===== src/rtl/mem_arbiter.sv =====
`default_nettype none
// +----------------------------------------------------------------------------+
// | Module   : mem_arbiter                                                     |
// | Purpose  : Shares one byte-wide RAM port between instruction fetch (IF)    |
// |            and the load/store stage (MEM). Every request is a 32-bit       |
// |            transaction of 1-4 little-endian byte accesses. MEM wins when   |
// |            both ask in IDLE. A PC redirect (if_flush_i) aborts an IF read. |
// | Ports    : clk, rst (async, active low)                                    |
// |            if_req_i/if_addr_i/if_flush_i -> if_data_o/if_done_o            |
// |            mem_req_i/mem_we_i/mem_len_i/mem_addr_i/mem_wdata_i             |
// |              -> mem_rdata_o/mem_done_o                                     |
// |            ram_addr_o/ram_wr_o/ram_dout_o -> RAM, ram_din_i <- RAM         |
// | Revision : 1.0  initial release                                            |
// +----------------------------------------------------------------------------+
module mem_arbiter #(
  parameter int RD_LAT = 1            // address-to-read-data latency, 1..3
) (
  input  logic        clk,
  input  logic        rst,
  input  logic        if_req_i,
  input  logic [31:0] if_addr_i,
  input  logic        if_flush_i,
  output logic [31:0] if_data_o,
  output logic        if_done_o,
  input  logic        mem_req_i,
  input  logic        mem_we_i,
  input  logic [1:0]  mem_len_i,
  input  logic [31:0] mem_addr_i,
  input  logic [31:0] mem_wdata_i,
  output logic [31:0] mem_rdata_o,
  output logic        mem_done_o,
  output logic [31:0] ram_addr_o,
  output logic        ram_wr_o,
  output logic [7:0]  ram_dout_o,
  input  logic [7:0]  ram_din_i
);

  typedef enum logic [2:0] {
    S_IDLE   = 3'd0,
    S_IF_RD  = 3'd1,
    S_MEM_RD = 3'd2,
    S_MEM_WR = 3'd3,
    S_DONE   = 3'd4
  } state_t;

  state_t      r_state;
  state_t      w_state_nxt;
  logic [31:0] r_base;
  logic [31:0] r_wdata;
  logic [31:0] r_buf;
  logic [31:0] r_if_data;
  logic [31:0] r_mem_rdata;
  logic [2:0]  r_len;
  logic [2:0]  r_cnt;
  logic        r_is_if;

  // Read-return tags: one stage per cycle of RAM latency. A tag says which
  // byte lane the RAM data emerging from the last stage belongs to.
  logic        r_tag_v   [RD_LAT];
  logic [1:0]  r_tag_idx [RD_LAT];

  logic        w_rd_state;
  logic        w_phase;
  logic        w_flush;
  logic        w_ret_v;
  logic [1:0]  w_ret_idx;
  logic        w_ret_last;
  logic [2:0]  w_mem_len;
  logic [31:0] w_buf_nxt;

  assign w_rd_state = (r_state == S_IF_RD) || (r_state == S_MEM_RD);
  assign w_phase    = (w_rd_state || (r_state == S_MEM_WR)) && (r_cnt < r_len);
  assign w_flush    = (r_state == S_IF_RD) && if_flush_i;
  assign w_ret_v    = r_tag_v[RD_LAT-1];
  assign w_ret_idx  = r_tag_idx[RD_LAT-1];
  assign w_ret_last = w_ret_v && ({1'b0, w_ret_idx} == (r_len - 3'd1));

  always_comb begin
    w_mem_len = 3'd4;
    case (mem_len_i)
      2'b00:   w_mem_len = 3'd1;
      2'b01:   w_mem_len = 3'd2;
      default: w_mem_len = 3'd4;
    endcase
  end

  // Read buffer with the byte returning this cycle already merged, so the
  // final byte can go straight into the output register on the DONE edge.
  always_comb begin
    w_buf_nxt = r_buf;
    if (w_ret_v) begin
      w_buf_nxt[{w_ret_idx, 3'b000} +: 8] = ram_din_i;
    end
  end

  always_comb begin
    w_state_nxt = r_state;
    case (r_state)
      S_IDLE: begin
        if (mem_req_i) begin
          w_state_nxt = mem_we_i ? S_MEM_WR : S_MEM_RD;
        end else if (if_req_i && !if_flush_i) begin
          w_state_nxt = S_IF_RD;
        end
      end
      S_IF_RD, S_MEM_RD: begin
        if (w_flush) begin
          w_state_nxt = S_IDLE;
        end else if (w_ret_last) begin
          w_state_nxt = S_DONE;
        end
      end
      S_MEM_WR: begin
        if (r_cnt == (r_len - 3'd1)) begin
          w_state_nxt = S_DONE;
        end
      end
      S_DONE:  w_state_nxt = S_IDLE;
      default: w_state_nxt = S_IDLE;
    endcase
  end

  always_ff @(posedge clk or negedge rst) begin
    if (!rst) begin
      r_state     <= S_IDLE;
      r_base      <= '0;
      r_wdata     <= '0;
      r_buf       <= '0;
      r_if_data   <= '0;
      r_mem_rdata <= '0;
      r_len       <= '0;
      r_cnt       <= '0;
      r_is_if     <= 1'b0;
      for (int i = 0; i < RD_LAT; i++) begin
        r_tag_v[i]   <= 1'b0;
        r_tag_idx[i] <= '0;
      end
    end else begin
      r_state <= w_state_nxt;

      if ((r_state == S_IDLE) && (w_state_nxt != S_IDLE)) begin
        r_base  <= mem_req_i ? mem_addr_i : if_addr_i;
        r_len   <= mem_req_i ? w_mem_len : 3'd4;
        r_wdata <= mem_wdata_i;
        r_is_if <= !mem_req_i;
        r_cnt   <= '0;
        r_buf   <= '0;
      end else if (w_phase) begin
        r_cnt <= r_cnt + 3'd1;
      end

      if (w_rd_state && !w_flush) begin
        r_buf <= w_buf_nxt;
      end

      if (w_rd_state && (w_state_nxt == S_DONE)) begin
        if (r_is_if) begin
          r_if_data <= w_buf_nxt;
        end else begin
          r_mem_rdata <= w_buf_nxt;
        end
      end

      // A flush kills every tag in flight so late bytes never land.
      r_tag_v[0]   <= w_phase && w_rd_state && !w_flush;
      r_tag_idx[0] <= r_cnt[1:0];
      for (int i = 1; i < RD_LAT; i++) begin
        r_tag_v[i]   <= r_tag_v[i-1] && !w_flush;
        r_tag_idx[i] <= r_tag_idx[i-1];
      end
    end
  end

  assign ram_addr_o  = w_phase ? (r_base + {29'd0, r_cnt}) : 32'd0;
  assign ram_wr_o    = w_phase && (r_state == S_MEM_WR);
  assign ram_dout_o  = ram_wr_o ? r_wdata[{r_cnt[1:0], 3'b000} +: 8] : 8'h00;
  assign if_done_o   = (r_state == S_DONE) && r_is_if;
  assign mem_done_o  = (r_state == S_DONE) && !r_is_if;
  assign if_data_o   = r_if_data;
  assign mem_rdata_o = r_mem_rdata;

endmodule
`default_nettype wire


===== config.mk =====
export PLATFORM = sky130hd
export DESIGN_NAME = mem_arbiter
export DESIGN_NICKNAME = d
export VERILOG_FILES = /design/src/rtl/mem_arbiter.sv
export SDC_FILE = /design/constraint.sdc
export NUM_CORES = 1
export LEC_CHECK = 0
export CAP_MARGIN = 20
export CELL_PAD_IN_SITES_DETAIL_PLACEMENT = 0
export CELL_PAD_IN_SITES_GLOBAL_PLACEMENT = 1
export CORE_UTILIZATION = 35
export CTS_CLUSTER_DIAMETER = 120
export DETAILED_ROUTE_END_ITERATION = 8
export HOLD_SLACK_MARGIN = 0.06
export PLACE_DENSITY = 0.85
export SLEW_MARGIN = 15
export SYNTH_ARGS = -nofsm -noshare
export SYNTH_HDL_FRONTEND = slang
export SYNTH_SLANG_ARGS = --single-unit

===== constraint.sdc =====
create_clock -name clk -period 2.7 [get_ports clk]
set_clock_uncertainty 0.1 [all_clocks]
set_input_delay 0.81 -clock clk [delete_from_list [all_inputs] [get_ports clk]]
set_output_delay 0.81 -clock clk [all_outputs]
set_load 0.005 [all_outputs]

### Yosys cells after proc, flatten, opt, wreduce, memory -nomap -nowiden

Index checks and enable logic that the tools add are counted.

* flip-flop bits (word level): 173
* input port bits: 112
* logic and storage cells: 72

* muxes and demuxes: 18
* order comparisons: 1
* reduce and logical (&&, ||, !) cells: 26
* add/sub/neg operators: 4
* equality and inequality tests: 8
* bitwise operators: 1
* shifts and indexed selects: 3

Operators by type and width (count)
* two-way mux 32 bit: 5
* adder 32 x 3 -> 32 bit: 1
* bitwise mux 32 bit: 1
* variable shift 8 x 7 -> 32 bit (first input constant): 1
* variable part select 32 x 6 -> 8 bit: 1
* variable part select 8 x 7 -> 32 bit: 1
* two-way mux 3 bit: 8
* logical AND 1 bit: 12
* case mux 3 bit (3 select lines): 1
* two-way mux 8 bit: 1
* negation 5 -> 7 bit: 1
* equality test 3 x 2 -> 1 bit (second input constant): 2
* equality test 3 bit (second input constant): 2
* case mux 3 bit (2 select lines): 1
* logical NOT 1 bit: 4
* AND reduction 2 bit: 2
* nonzero test 2 bit: 2
* adder 3 x 1 -> 3 bit (second input constant): 1
* equality test 2 x 3 -> 1 bit: 1
* equality test 3 x 1 -> 1 bit (second input constant): 1
* equality test 3 bit: 1
* logical NOT 3 bit: 1
* less-than comparator 3 bit: 1
* nonzero test 3 bit: 1
* 7 further kinds: 8

### Longest topological paths before layout

* depth after elaboration: 10
* depth in mapped cells: 8

### Worst setup path after synthesis

OpenSTA, ideal clock, no wires.

* kind: reg2out
* start: register r_cnt[2]
* end: output ram_addr_o[25]
* slack: -233 ps
* buffers on the path: 0
* cell stages (with the launch flop): 6
* required time: 1790 ps
* arrival: 2023 ps
* cells stage by stage: dfrtp_1 -> ha_1 -> nand3_1 -> a2111oi_0 -> or4b_2 -> a21oi_1

* longest elaborated chain between the ends: 3

Ends and longest elaborated chain
* from (decl): line 54 `logic [2:0] r_cnt;`
* from (signal assigned): line 149 `r_cnt <= r_cnt + 3'd1;`
* parallel branches: the longest is 2 deep, another holds adder 32 x 3 -> 32 bit
* two-way mux 32 bit *: line 174 `assign ram_addr_o = w_phase ? (r_base + {29'd0, r_cnt}) : 32'd0;`
* to (decl): line 32 `output logic [31:0] ram_addr_o,`

Every way passes the cells marked *.

### Worst setup path in the final report

* start: register r_cnt[2]
* end: output ram_addr_o[31]

The elaborated chain is that of the path after synthesis.

==> summary.md <==
| Metric | Value |
|---|---|
| Status | `finished with violations` |
| Failing checks | `setup timing` |
| Post-Synthesis Cells | `834` |
| Row cnt | `57` |
| Synth Register Bits | `173` |
| Final Hold Violating Endpoints | `0` |
| CTS H-Tree Depth | `4` |
| 1st-iter DRT viols | `434` |
| DRT antenna net count | `0` |
| Critical Path Fanout Max | `4` |
| Routed vias | `7,703` |
| Crit path max-delay family | `simple AND/OR/NAND/NOR gates` |
| GR Util met3 | `3.57%` |
| Die X | `161 um` |
| Setup TNS | `-24,950 ps` |
| Least-Margin Pin Slew | `635 ps` |
| Clock tree from TritonCTS | `yes` |
| F_max | `287 MHz` |
| Post-Syn Area | `8860 sq um` |
| Synth Area in Compound Gates | `13.3%` |
| Vias in the first global route | `7,836` |
| Pins Over Slew Limit | `0` |
| Worst vdd ir | `0.000472 V` |
| Register area share after synthesis | `48.9%` |
| Worst Setup Start Kind | `flip-flop` |
| Post-Route WL | `between 20,000 and 30,000 um` |
| Initial antenna violation count | `1` |
| Layer with the highest usage | `met2` |
| Crit path depth | `7` |
| Root Driver | `clkbuf_16` |
| Inst Count DP | `1,421` |
| First-pass GRT wire length | `roughly 41,000 um` |
| Worst rel slew slack | `57.3%` |
| Worst Hold Class | `in -> async` |
| Critical Path Start | `r_cnt[2]$_DFFE_PN0P_` |
| Final period util | `129%` |
| GRT overflow | `0` |
| Num CTS Buffers | `17` |
| Number of clock sinks | `around 170` |
| Synth top cells by count | `dfrtp_1 (173), nand2_1 (148), nor2_1 (49), o21ai_0 (38), clkbuf_1 (37)` |
| CP Buf/Inv Count | `2` |
| RSZ-0062 raised after global routing | `true` |
| WS Path Type | `reg -> out` |
| Clock buffer depth | `2` |
| Max Cap Violations | `0` |
| Data required, critical path | `around 1800 ps` |
| Global-route met2 utilization | `approximately a third` |
| Setup ws final | `-779 ps` |
| Post-Syn Nets | `960` |
| Final Setup Violations | `41` |
| Netlist cell types | `55` |
| Area Overhead vs Synth | `54.4%` |
| I/O pin count | `219` |
| Per-cell routed wire length | `17.4 um` |
| Main combinational cell family by area after synthesis | `multiplexers` |
| Ordered cell list for the critical path | `ha_4 -> nand3_4 -> a211o_4 -> buf_6 -> or4_4 -> a21oi_4 -> buf_2` |
| Post-layout net count | `1,284` |
| Hold_buf cts | `0` |
| Leak | `6.30 nW` |
| Min Hold Slack | `220 ps` |
| Dpl cell area | `12,200 sq um` |
| Starting Density | `36.0%` |
| CP endpoint kind | `output port` |
| Worst r2r dst | `mem_rdata_o[13]$_DFFE_PN0P_` |
| Post-synth EDFFs | `0` |
| Critical-path top delay cell | `or4_4` |
| Worst-path clk slew | `80 ps` |
| TritonRoute pass-1 iters | `4` |
| Util after Layout | `55.6%` |
| Post-synthesis async set-or-reset flop share | `100%` |
| Hpwl dp | `17,100 um` |
| Tot GR Track Use | `between 10% and 20%` |
| Core Area | `24,600 sq um` |
| Yosys top cell area share | `48.9%` |
| Yosys warning count | `0` |
| Post-Place Setup Slack | `-716 ps` |
| Simple logic cell fraction of the synthesized area | `15.1%` |
| Pwr Density | `just under 1000 nW/um^2` |
| Synth area leaders | `dfrtp_1 (49%), nand2_1 (6.3%), mux2_4 (5.1%), mux2_2 (4.3%), mux2i_1 (4.1%)` |
| Post-Synth Adder-Cell Area | `2.06%` |
| DR DRC count | `0` |
| Die height | `approximately 160 um` |
| Largest net degree at the start of global routing | `55` |
| Final Wtd Congestion | `0.819` |
| R2r setup slk | `between 200 and 250 ps` |
| Reg2reg path depth | `10` |
| Minimum clock period | `~3500 ps` |
| Die footprint | `~26,000 sq um` |
| Pwr Total | `13.6 mW` |
| Synth Area in XOR/XNOR | `1.55%` |
| Most common cell in the netlist | `dfrtp_1` |
| Arrival time worst endpoint | `2570 ps` |
| Worst r2r src | `r_len[0]$_DFFE_PN0P_` |
| Mux cell area share after synthesis | `about 16%` |
| Via density per instance | `5.15` |
| CP max stage delay | `500 ps` |
| Avg Synthesized Cell Area | `between 10 and 15 sq um` |
| Final instance area | `13,700 sq um` |
| Main synth FF type | `dfrtp_1` |
| Number of port buffers | `~220` |
| Clk_lat worst skew | `between 400 and 500 ps` |
| Non-filler cells, final | `1,496` |
| Routing usage on met1 | `25.5%` |
| Yosys top cell by area | `dfrtp_1` |
| Share of cells above drive strength 1 | `33.0%` |
==> logic make-up (layout without fill, tap and decap cells) <==
| kind of cell | count (synthesis) | count (layout) |
|---|---|---|
| AND/OR/NAND/NOR | 287 | 287 |
| flip-flops | 173 | 173 |
| AO/OA/AOI/OAI | 165 | 165 |
| multiplexers | 108 | 108 |
| buffers and inverters | 73 | 410 |
| adder cells (fa/ha/maj) | 14 | 14 |
| XOR/XNOR | 14 | 14 |
| other | 0 | 1 |
==> timing repair <==
action	4_1_cts	5_1_grt
gates cloned	2	2
setup buffers	28	13
pin swaps	38	31
gates resized for setup	256	55
setup endpoints to repair	43	103
==> how the worst max path moves through the flow <==
stage	to	slack (ps)
3_3_place_gp	ram_addr_o[29]	-760
3_5_place_dp	ram_addr_o[29]	-720
4_1_cts	ram_dout_o[1]	-780
6_report	ram_addr_o[31]	-780
5_1_grt	ram_addr_o[20]	-850
2_1_floorplan	ram_addr_o[19]	-70
==> power by group <==
group	switching, mW	internal, mW
registers	0.533	3.37
clock network	1.22	1.44
logic	3.37	3.64
total	5.13	8.44
==> registers in the layout, summed over array words and instances (netlist names) <==
register	count
r_tag_idx	2
r_tag_v	1
r_is_if	1
r_state	3
r_buf	32
r_wdata	32
if_data_o	32
r_len	3
r_base	32
mem_rdata_o	32
r_cnt	3
==> cell usage in the layout (no fill, tap or decap), drive strengths merged, types with 11 or more instances in the layout <==
cell type,instances
a21oi,25
a22o,32
a22oi,25
buf,183
clkbuf,19
clkdlybuf4s50,173
dfrtp,173
ha,13
inv,25
mux2,64
mux2i,36
nand2,148
nand3,11
nand4,13
nor2,49
o21ai,40
o31ai,16
or4,20
==> area by class of cell <==
cell class	instances	area [sq um]
well taps	324	405
clock buffers	17	425
clock inverters	15	219
diodes	1	2.50
flip-flops and latches	173	4330
multi-input cells	588	4790
repair buffers	360	3440
inverters	18	67.6
fillers	2142	10900
==> layer usage <==
metal | vias to the layer above | wire [um]
li1 | 3651 | -
met1 | 3792 | 11400
met2 | 224 | 12900
met3 | 36 | 1150
met4 | 0 | 498
met5 | - | 0
(Power assumes the default switching activity.)
